File: src/rtl/vga_scan_pipeline.sv
// rtl/vga_scan_pipeline.sv - VGA raster timing, framebuffer fetch, palette lookup and blanked RGB/sync output.
module vga_scan_pipeline #(
   parameter int H_ACTIVE    = 640,
   parameter int H_FP        = 16,
   parameter int H_SYNC      = 96,
   parameter int H_BP        = 48,
   parameter int V_ACTIVE    = 480,
   parameter int V_FP        = 10,
   parameter int V_SYNC      = 2,
   parameter int V_BP        = 33,
   parameter int COLOR_BITS  = 4,
   parameter int CODE_BITS   = 3,
   parameter int MEM_LAT     = 1,
   parameter int SCALE_SHIFT = 0
) (
   input  logic                    clk,
   input  logic                    reset,
   input  logic [1:0]              mode,
   input  logic [CODE_BITS-1:0]    solid_code,
   output logic [9:0]              rd_x,
   output logic [9:0]              rd_y,
   input  logic [CODE_BITS-1:0]    rd_code,
   input  logic                    pal_we,
   input  logic [CODE_BITS-1:0]    pal_addr,
   input  logic [3*COLOR_BITS-1:0] pal_data,
   output logic                    hsync,
   output logic                    vsync,
   output logic [COLOR_BITS-1:0]   r,
   output logic [COLOR_BITS-1:0]   g,
   output logic [COLOR_BITS-1:0]   b,
   output logic                    frame_start
);
   localparam int CW      = 12;
   localparam int H_TOTAL = H_ACTIVE + H_FP + H_SYNC + H_BP;
   localparam int V_TOTAL = V_ACTIVE + V_FP + V_SYNC + V_BP;
   localparam int LAT     = MEM_LAT + 1;
   localparam int PAL_N   = 1 << CODE_BITS;
   localparam int RGB_W   = 3 * COLOR_BITS;

   localparam logic [CW-1:0] H_LAST = CW'(H_TOTAL - 1);
   localparam logic [CW-1:0] V_LAST = CW'(V_TOTAL - 1);
   localparam logic [CW-1:0] H_ACT  = CW'(H_ACTIVE);
   localparam logic [CW-1:0] V_ACT  = CW'(V_ACTIVE);
   localparam logic [CW-1:0] HS_BEG = CW'(H_ACTIVE + H_FP);
   localparam logic [CW-1:0] HS_END = CW'(H_ACTIVE + H_FP + H_SYNC);
   localparam logic [CW-1:0] VS_BEG = CW'(V_ACTIVE + V_FP);
   localparam logic [CW-1:0] VS_END = CW'(V_ACTIVE + V_FP + V_SYNC);
   localparam logic [CW-1:0] BAR_W  = CW'(H_ACTIVE / 8);

   function automatic logic [RGB_W-1:0] pal_default(input int idx);
      logic [2:0] c;
      c = 3'(idx);
      return {{COLOR_BITS{c[2]}}, {COLOR_BITS{c[1]}}, {COLOR_BITS{c[0]}}};
   endfunction

   logic [CW-1:0]        hcnt, vcnt;
   logic                 frame_top;
   logic [1:0]           mode_q, mode_eff;
   logic [CODE_BITS-1:0] solid_q, solid_eff, pat_code;
   logic                 active0, hs0_n, vs0_n;

   // flag word: {frame_start, vs_n, hs_n, active}
   logic [3:0]           flag_pipe [LAT];
   logic [CODE_BITS-1:0] pat_pipe  [MEM_LAT];
   logic                 fb_pipe   [MEM_LAT];
   logic [RGB_W-1:0]     pal       [PAL_N];
   logic [RGB_W-1:0]     rgb_q;
   logic [CODE_BITS-1:0] ret_code;
   logic                 ret_active;

   always_ff @(posedge clk) begin
      if (reset) begin
         hcnt <= '0;
         vcnt <= '0;
      end else if (hcnt == H_LAST) begin
         hcnt <= '0;
         vcnt <= (vcnt == V_LAST) ? '0 : vcnt + 1'b1;
      end else begin
         hcnt <= hcnt + 1'b1;
      end
   end

   assign rd_x = 10'(hcnt >> SCALE_SHIFT);
   assign rd_y = 10'(vcnt >> SCALE_SHIFT);

   // The frame's first pixel uses the live inputs; the latch then holds them for the frame.
   assign frame_top = (hcnt == '0) && (vcnt == '0);
   assign mode_eff  = frame_top ? mode : mode_q;
   assign solid_eff = frame_top ? solid_code : solid_q;

   always_ff @(posedge clk) begin
      if (reset) begin
         mode_q  <= 2'b00;
         solid_q <= '0;
      end else if (frame_top) begin
         mode_q  <= mode;
         solid_q <= solid_code;
      end
   end

   assign active0 = (hcnt < H_ACT) && (vcnt < V_ACT);
   assign hs0_n   = !((hcnt >= HS_BEG) && (hcnt < HS_END));
   assign vs0_n   = !((vcnt >= VS_BEG) && (vcnt < VS_END));

   always_comb begin
      pat_code = '0;
      case (mode_eff)
         2'b01:   pat_code = solid_eff;
         2'b10:   pat_code = CODE_BITS'(hcnt / BAR_W);
         2'b11:   pat_code = (hcnt[5] ^ vcnt[5]) ? solid_eff : '0;
         default: pat_code = '0;
      endcase
   end

   always_ff @(posedge clk) begin
      if (reset) begin
         for (int i = 0; i < LAT; i++) flag_pipe[i] <= 4'b0110;
         for (int i = 0; i < MEM_LAT; i++) begin
            pat_pipe[i] <= '0;
            fb_pipe[i]  <= 1'b0;
         end
      end else begin
         flag_pipe[0] <= {frame_top, vs0_n, hs0_n, active0};
         for (int i = 1; i < LAT; i++) flag_pipe[i] <= flag_pipe[i-1];
         pat_pipe[0] <= pat_code;
         fb_pipe[0]  <= (mode_eff == 2'b00);
         for (int i = 1; i < MEM_LAT; i++) begin
            pat_pipe[i] <= pat_pipe[i-1];
            fb_pipe[i]  <= fb_pipe[i-1];
         end
      end
   end

   assign ret_code   = fb_pipe[MEM_LAT-1] ? rd_code : pat_pipe[MEM_LAT-1];
   assign ret_active = flag_pipe[MEM_LAT-1][0];

   // Read and write share an edge, so a same-cycle write is seen one clock later.
   always_ff @(posedge clk) begin
      if (reset) begin
         for (int i = 0; i < PAL_N; i++) pal[i] <= pal_default(i);
         rgb_q <= '0;
      end else begin
         if (pal_we) pal[pal_addr] <= pal_data;
         rgb_q <= ret_active ? pal[ret_code] : '0;
      end
   end

   assign r           = rgb_q[3*COLOR_BITS-1:2*COLOR_BITS];
   assign g           = rgb_q[2*COLOR_BITS-1:COLOR_BITS];
   assign b           = rgb_q[COLOR_BITS-1:0];
   assign hsync       = flag_pipe[LAT-1][1];
   assign vsync       = flag_pipe[LAT-1][2];
   assign frame_start = flag_pipe[LAT-1][3];
endmodule

File: config.mk
export PLATFORM = sky130hd
export DESIGN_NAME = vga_scan_pipeline
export DESIGN_NICKNAME = d
export VERILOG_FILES = /design/src/rtl/vga_scan_pipeline.sv
export SDC_FILE = /design/constraint.sdc
export NUM_CORES = 1
export LEC_CHECK = 0
export CAP_MARGIN = 25
export CORE_UTILIZATION = 35
export DETAILED_ROUTE_END_ITERATION = 6
export DONT_BUFFER_PORTS = 1
export PLACE_DENSITY = 0.51
export SKIP_LAST_GASP = 1
export SLEW_MARGIN = 20
export SYNTH_ARGS = -nofsm -noshare
export SYNTH_HDL_FRONTEND = slang
export SYNTH_SLANG_ARGS = --single-unit
export TNS_END_PERCENT = 50
File: constraint.sdc
create_clock -name clk -period 4.09 [get_ports clk]
set_clock_uncertainty 0.15 [all_clocks]
set_input_delay 0.818 -clock clk [delete_from_list [all_inputs] [get_ports clk]]
set_output_delay 0.818 -clock clk [all_outputs]
set_load 0.01 [all_outputs]
## Word-level counts from Yosys, hierarchy flattened

Memories as Yosys holds them, arrays and structs flattened. A register that Yosys moved wholly into a read port is not among the register bits.
Cells that the tools add are included.

- Bits in registers: 29
- Memory bits (writable): 108
- Bits of input ports: 26
- Output and inout bits: 35
- Logic and storage cells: 61
- Memories kept: 4

- $add $sub $neg: 2
- Divide/modulo/power cells: 1
- Magnitude comparators: 6
- Equality and inequality tests: 5
- Multiplexer cells: 21
- Bitwise operators: 4
- Reductions and logical operators: 14

Memories:

| name | words | bits a word | read ports | clocked after memory_dff | write ports | line | RTL |
|---|---|---|---|---|---|---|---|
| pal | 8 | 12 | 1 | 1 | 8 | 66 | `logic [RGB_W-1:0] pal [PAL_N];` |
| flag_pipe | 2 | 4 | 2 | 0 | 2 | 63 | `logic [3:0] flag_pipe [LAT];` |
| pat_pipe | 1 | 3 | 1 | 0 | 1 | 64 | `logic [CODE_BITS-1:0] pat_pipe [MEM_LAT];` |
| fb_pipe | 1 | 1 | 1 | 0 | 1 | 65 | `logic fb_pipe [MEM_LAT];` |

Operators by type and width:

| kind | number |
|---|---|
| 12-bit by 1-bit adder with 12-bit output (second input constant) | 2 |
| 12-bit by 10-bit equality test with 1-bit output (second input constant) | 2 |
| 12-bit logical NOT | 2 |
| 12-bit by 10-bit < comparator with 1-bit output (second input constant) | 2 |
| 12-bit by 9-bit < comparator with 1-bit output (second input constant) | 2 |
| 12-bit 2-to-1 mux | 2 |
| 3-bit 2-to-1 mux | 5 |
| 12-bit by 7-bit divider with 12-bit output (second input constant) | 1 |
| 12-bit by 10-bit greater-or-equal comparator with 1-bit output (second input constant) | 1 |
| 12-bit by 9-bit greater-or-equal comparator with 1-bit output (second input constant) | 1 |
| 12-bit OR reduction | 1 |
| 1-bit 2-to-1 mux | 10 |
| 3-bit one-hot mux with 3 select lines | 1 |
| 4-bit 2-to-1 mux | 2 |
| 2-bit equality test (second input constant) | 2 |
| 1-bit logical AND | 4 |
| 2-bit OR reduction | 2 |
| 3-bit OR reduction | 1 |
| 2-bit by 1-bit equality test with 1-bit output (second input constant) | 1 |
| 1-bit logical NOT | 2 |
| 2-bit logical NOT | 1 |
| 2-bit 2-to-1 mux | 1 |
| 1-bit bitwise OR | 2 |
| 1-bit inverter | 1 |
| 2 further kinds | 2 |

## Logic depth before layout (Yosys ltp)

- Depth after elaboration: 6
- Depth in mapped cells: 9
- Depth with buffers taken out: 8

## Least setup slack after synthesis

OpenSTA, ideal clock, no wires.

- Path kind: input -> register
- Start point: input port reset
- End point: memory pal[7][0] (netlist name) (enable)
- Library setup time: 398 ps
- Arrival time: 2176 ps
- Required time: 3542 ps
- Setup slack: 1366 ps
- Stages on the path: 4
- Buffers on the path: 1
- Cell sequence: inv_1 > nand3_1 > clkbuf_1 > o21ai_0

RTL lines:

| element | line | RTL |
|---|---|---|
| from (decl) | 17 | `input logic reset,` |
| to (decl) | 66 |  |

## Worst setup path in the final report

- Start point: register hcnt[9]
- End point: register vcnt[11]

- Cells in the longest elaborated chain, start to end: 1

RTL lines:

| element | line | RTL |
|---|---|---|
| from (decl) | 56 | `logic [CW-1:0] hcnt, vcnt;` |
| from (signal assigned) | 79 | `hcnt <= hcnt + 1'b1;` |
| 12-bit by 10-bit equality test with 1-bit output | 75 | `end else if (hcnt == H_LAST) begin` |
| to (signal assigned) | 77 | `vcnt <= (vcnt == V_LAST) ? '0 : vcnt + 1'b1;` |
| to (decl) | 56 |  |

Every way passes these cells.
A chain may end at the register's enable or synchronous reset.

==> results.sh <==
export IMPL_diodes=0
export IMPL_vias=4784
export IMPL_finalNetCount=641
export IMPL_cp_data_required_time_ps=4240
export IMPL_cts_max_level=4
export IMPL_dp_hpwl_mm=11.9
export IMPL_async_flop_share=0
export IMPL_synth_edff_count=96
export IMPL_power_per_cell_area_nw_per_um2=442
export IMPL_r2r_end="vcnt[11]"
export IMPL_reg2reg_slack_ps=1210
export IMPL_p_total_mw=3.54
export IMPL_synthAdderAreaFrac=0.00694
export IMPL_end_kind="flop"
export IMPL_gr_total_overflow=0
export IMPL_finalCritPeriodShare=0.705
export IMPL_avgRoutedWirePerCell_um=19.6
export IMPL_numCtsBuffers=17
export IMPL_finalMaxSlewViolations=0
export IMPL_grt_pass1_wl_mm=27.5
export IMPL_synth_top_family_by_area="simple AND/OR/NAND/NOR gates"
export IMPL_clk_pin_slew_ps=60
export IMPL_synth_ff_type="edfxtp_1"
export IMPL_peakVddDrop_mv=0.268
export IMPL_hold_viol=0
export IMPL_min_path_cells=1
export IMPL_power_leakage_nw=2.68
export IMPL_switchingPower_uw=817
export IMPL_p_int_mw=2.72
export IMPL_cts_repair_timing_setup_buffer_count=0
export IMPL_worstHoldStart="flag_pipe[0][1]"
export IMPL_syn_avg_cell_area_um2=11.3
export IMPL_syn_inst=638
export IMPL_fin_area_um2=7990
export IMPL_via_per_inst=5.35
export IMPL_gp_routability_congestion=0.821
export IMPL_cts_tree="built"
export IMPL_grt_setup_unrepaired="false"
export IMPL_grt_max_degree=31
export IMPL_crit_type="flop to flop"
export IMPL_min_to="flag_pipe[0][5]"
export IMPL_p_comb_frac=0.080
export IMPL_clock_path_buffers=2
export IMPL_rows=52
export IMPL_cts_sinks=148
export IMPL_arrival_ps=3040
export IMPL_swShare=0.231
export IMPL_fp_coreArea_um2=20200
export IMPL_yosys_area_top_type="edfxtp_1"
export IMPL_placedCellCount=859
export IMPL_max_freq_ghz=0.347
export IMPL_grt_use_total=0.171
export IMPL_hold_path_class="flop to flop"
export IMPL_synth_compound_area_share=0.0689
export IMPL_dieArea_um2=21200
export IMPL_muxShareOfSynthArea=0.0932
export IMPL_syn_nets=668
export IMPL_initial_core_util=0.356
export IMPL_netlist_top_cells_area="edfxtp_1, dfxtp_1, mux4_2"
export IMPL_clk_latency_ps=420
export IMPL_yosys_area_top_type_share=0.400
export IMPL_r2r_cells=6
export IMPL_synthToLayoutAreaGrowth_pct=10.8
export IMPL_synth_xor_area_frac=0.0267
export IMPL_clockPowerShare=0.435
export IMPL_r2r_start="hcnt[9]"
export IMPL_ctsHoldBuffers=0
export IMPL_die_height_um=146
export IMPL_fin_tns_setup_ps=0
export IMPL_ios=61
export IMPL_setup_violations=0
export IMPL_multi_input_area_um2=2940
export IMPL_final_cells=894
export IMPL_seq_area_um2=3920
export IMPL_worst_slew_pin_slew_ps=991
export IMPL_critPathMaxFanout=27
export IMPL_drive_gt1_frac=0.138
export IMPL_cts_repair_resized=0
export IMPL_maxSlewHeadroom=0.339
export IMPL_synth_simple_area_share=0.209
export IMPL_die_x_um=146
export IMPL_first_global_vias=4634
export IMPL_root_buffer="clkbuf_16"
export IMPL_post_route_util=0.395
export IMPL_antenna_found_initial=0
export IMPL_drv_cap=0
export IMPL_port_buffers=0
export IMPL_power_frac_seq=0.485
export IMPL_synth_seq_cells=148
export IMPL_ys_warn_count=0
export IMPL_syn_area_um2=7210
export IMPL_ys_seq_area_frac=0.544
export IMPL_placed_cell_area_um2=7350
export IMPL_drtAntennaViolNets=0
export IMPL_status="completed"
export IMPL_first_pass_iters=4
export IMPL_start_kind="flop"
export IMPL_synthDistinctLibCells=57
export IMPL_fillCellCount=1918
export IMPL_routed_wirelength_mm=17.5
export IMPL_dr_first_iter_drc_count=249
export IMPL_period_needed_ps=2880
export IMPL_drc=0
how the worst max path moves through the flow:
stage / start / endpoint / depth (start not counted)
final: hcnt[9] / vcnt[11] / 6
after global routing: hcnt[9] / vcnt[7] / 6
after CTS: hcnt[9] / vcnt[11] / 6
after detailed placement: rd_code[0] / rgb_q[7] / 5
after global placement: rd_code[0] / rgb_q[6] / 5
after floorplan: reset / pal[7][0] / 4
critical path, stage by stage, from the launching register on:
cell	delay (ps)
dfxtp_1	920
nand2_1	340
nor4_4	600
and4_1	390
nand4_1	140
xor2_1	170
nor2_1	50
synthesized netlist by cell type (all sizes together), types with 8 or more instances:
cell     n
nand2b  10
xnor2   11
nor2    47
or3     49
o21ai   21
clkbuf  30
or2      8
nand2   49
nand3   14
dfxtp   52
xor2    11
mux4    24
a21oi   21
inv     12
and2    52
edfxtp  96
nor3    13
mux2i   12
buf     32
area by class of cell:
cell class,count,share of cell area
flip-flops and latches,148,0.491
repair buffers,16,0.0205
inverters,12,0.00564
clock inverters,13,0.0168
well taps,270,0.0423
clock buffers,19,0.0554
multi-input cells,416,0.368
layer usage:
metal	global-route usage	routed length [µm]	vias up
li1	-	-	2258
met1	0.223	7880	2361
met2	0.265	8130	143
met3	0.0555	1200	22
met4	0.0632	286	0
met5	0	0	-
power groups by stage:
stage | Combinational (mW) | Sequential, mW | Clock, mW
5_1_grt | 0.307 | 1.72 | 1.62
6_report | 0.284 | 1.72 | 1.54
3_3_place_gp | 0.265 | 1.75 | 0
2_1_floorplan | 0.206 | 1.73 | 0
4_1_cts | 0.273 | 1.72 | 1.56
3_5_place_dp | 0.273 | 1.75 | 0
cells in the final DEF, fill, tap and decap left out, drive strengths merged, types with 3 or more instances in the layout:
cell type  Yosys  final
nor4           7      7
a21boi         3      3
and3           4      4
edfxtp        96     96
or3           49     49
nand2         49     49
clkbuf        30     19
or2            8      8
ha             4      4
o32ai          3      3
xnor2         11     11
nand4          7      7
a21oi         21     21
inv           12     13
and2          52     52
nor2b          5      5
clkinv         0      8
dfxtp         52     52
nand2b        10     10
nor2          47     47
nor3          13     13
o211ai         6      6
o2bb2ai        3      3
xor2          11     11
mux2i         12     12
buf           32     16
and4           3      3
nand3         14     14
o21ai         21     21
mux4          24     24
kinds of logic after synthesis:
logic type / count (synthesis)
buffers and inverters: 74
flip-flops: 148
AND/OR/NAND/NOR: 277
adder cells (fa/ha/maj): 4
multiplexers: 37
XOR/XNOR: 22
AO/OA/AOI/OAI: 76
per-stage QoR:
step | setup slack [ps] | hold slack [ps]
after detailed placement | 1110 | 248
after CTS | 1220 | 265
after global routing | 1030 | 277
after floorplan | 1370 | 239
final | 1210 | 263
after global placement | 1200 | 252
flip-flops by register name, summed over array words and instances, names as in the netlist:
name	cells
fb_pipe	1
flag_pipe	7
hcnt	12
mode_q	2
pal	96
pat_pipe	3
rgb_q	12
solid_q	3
vcnt	12
Power figures use the tool's default switching activity.
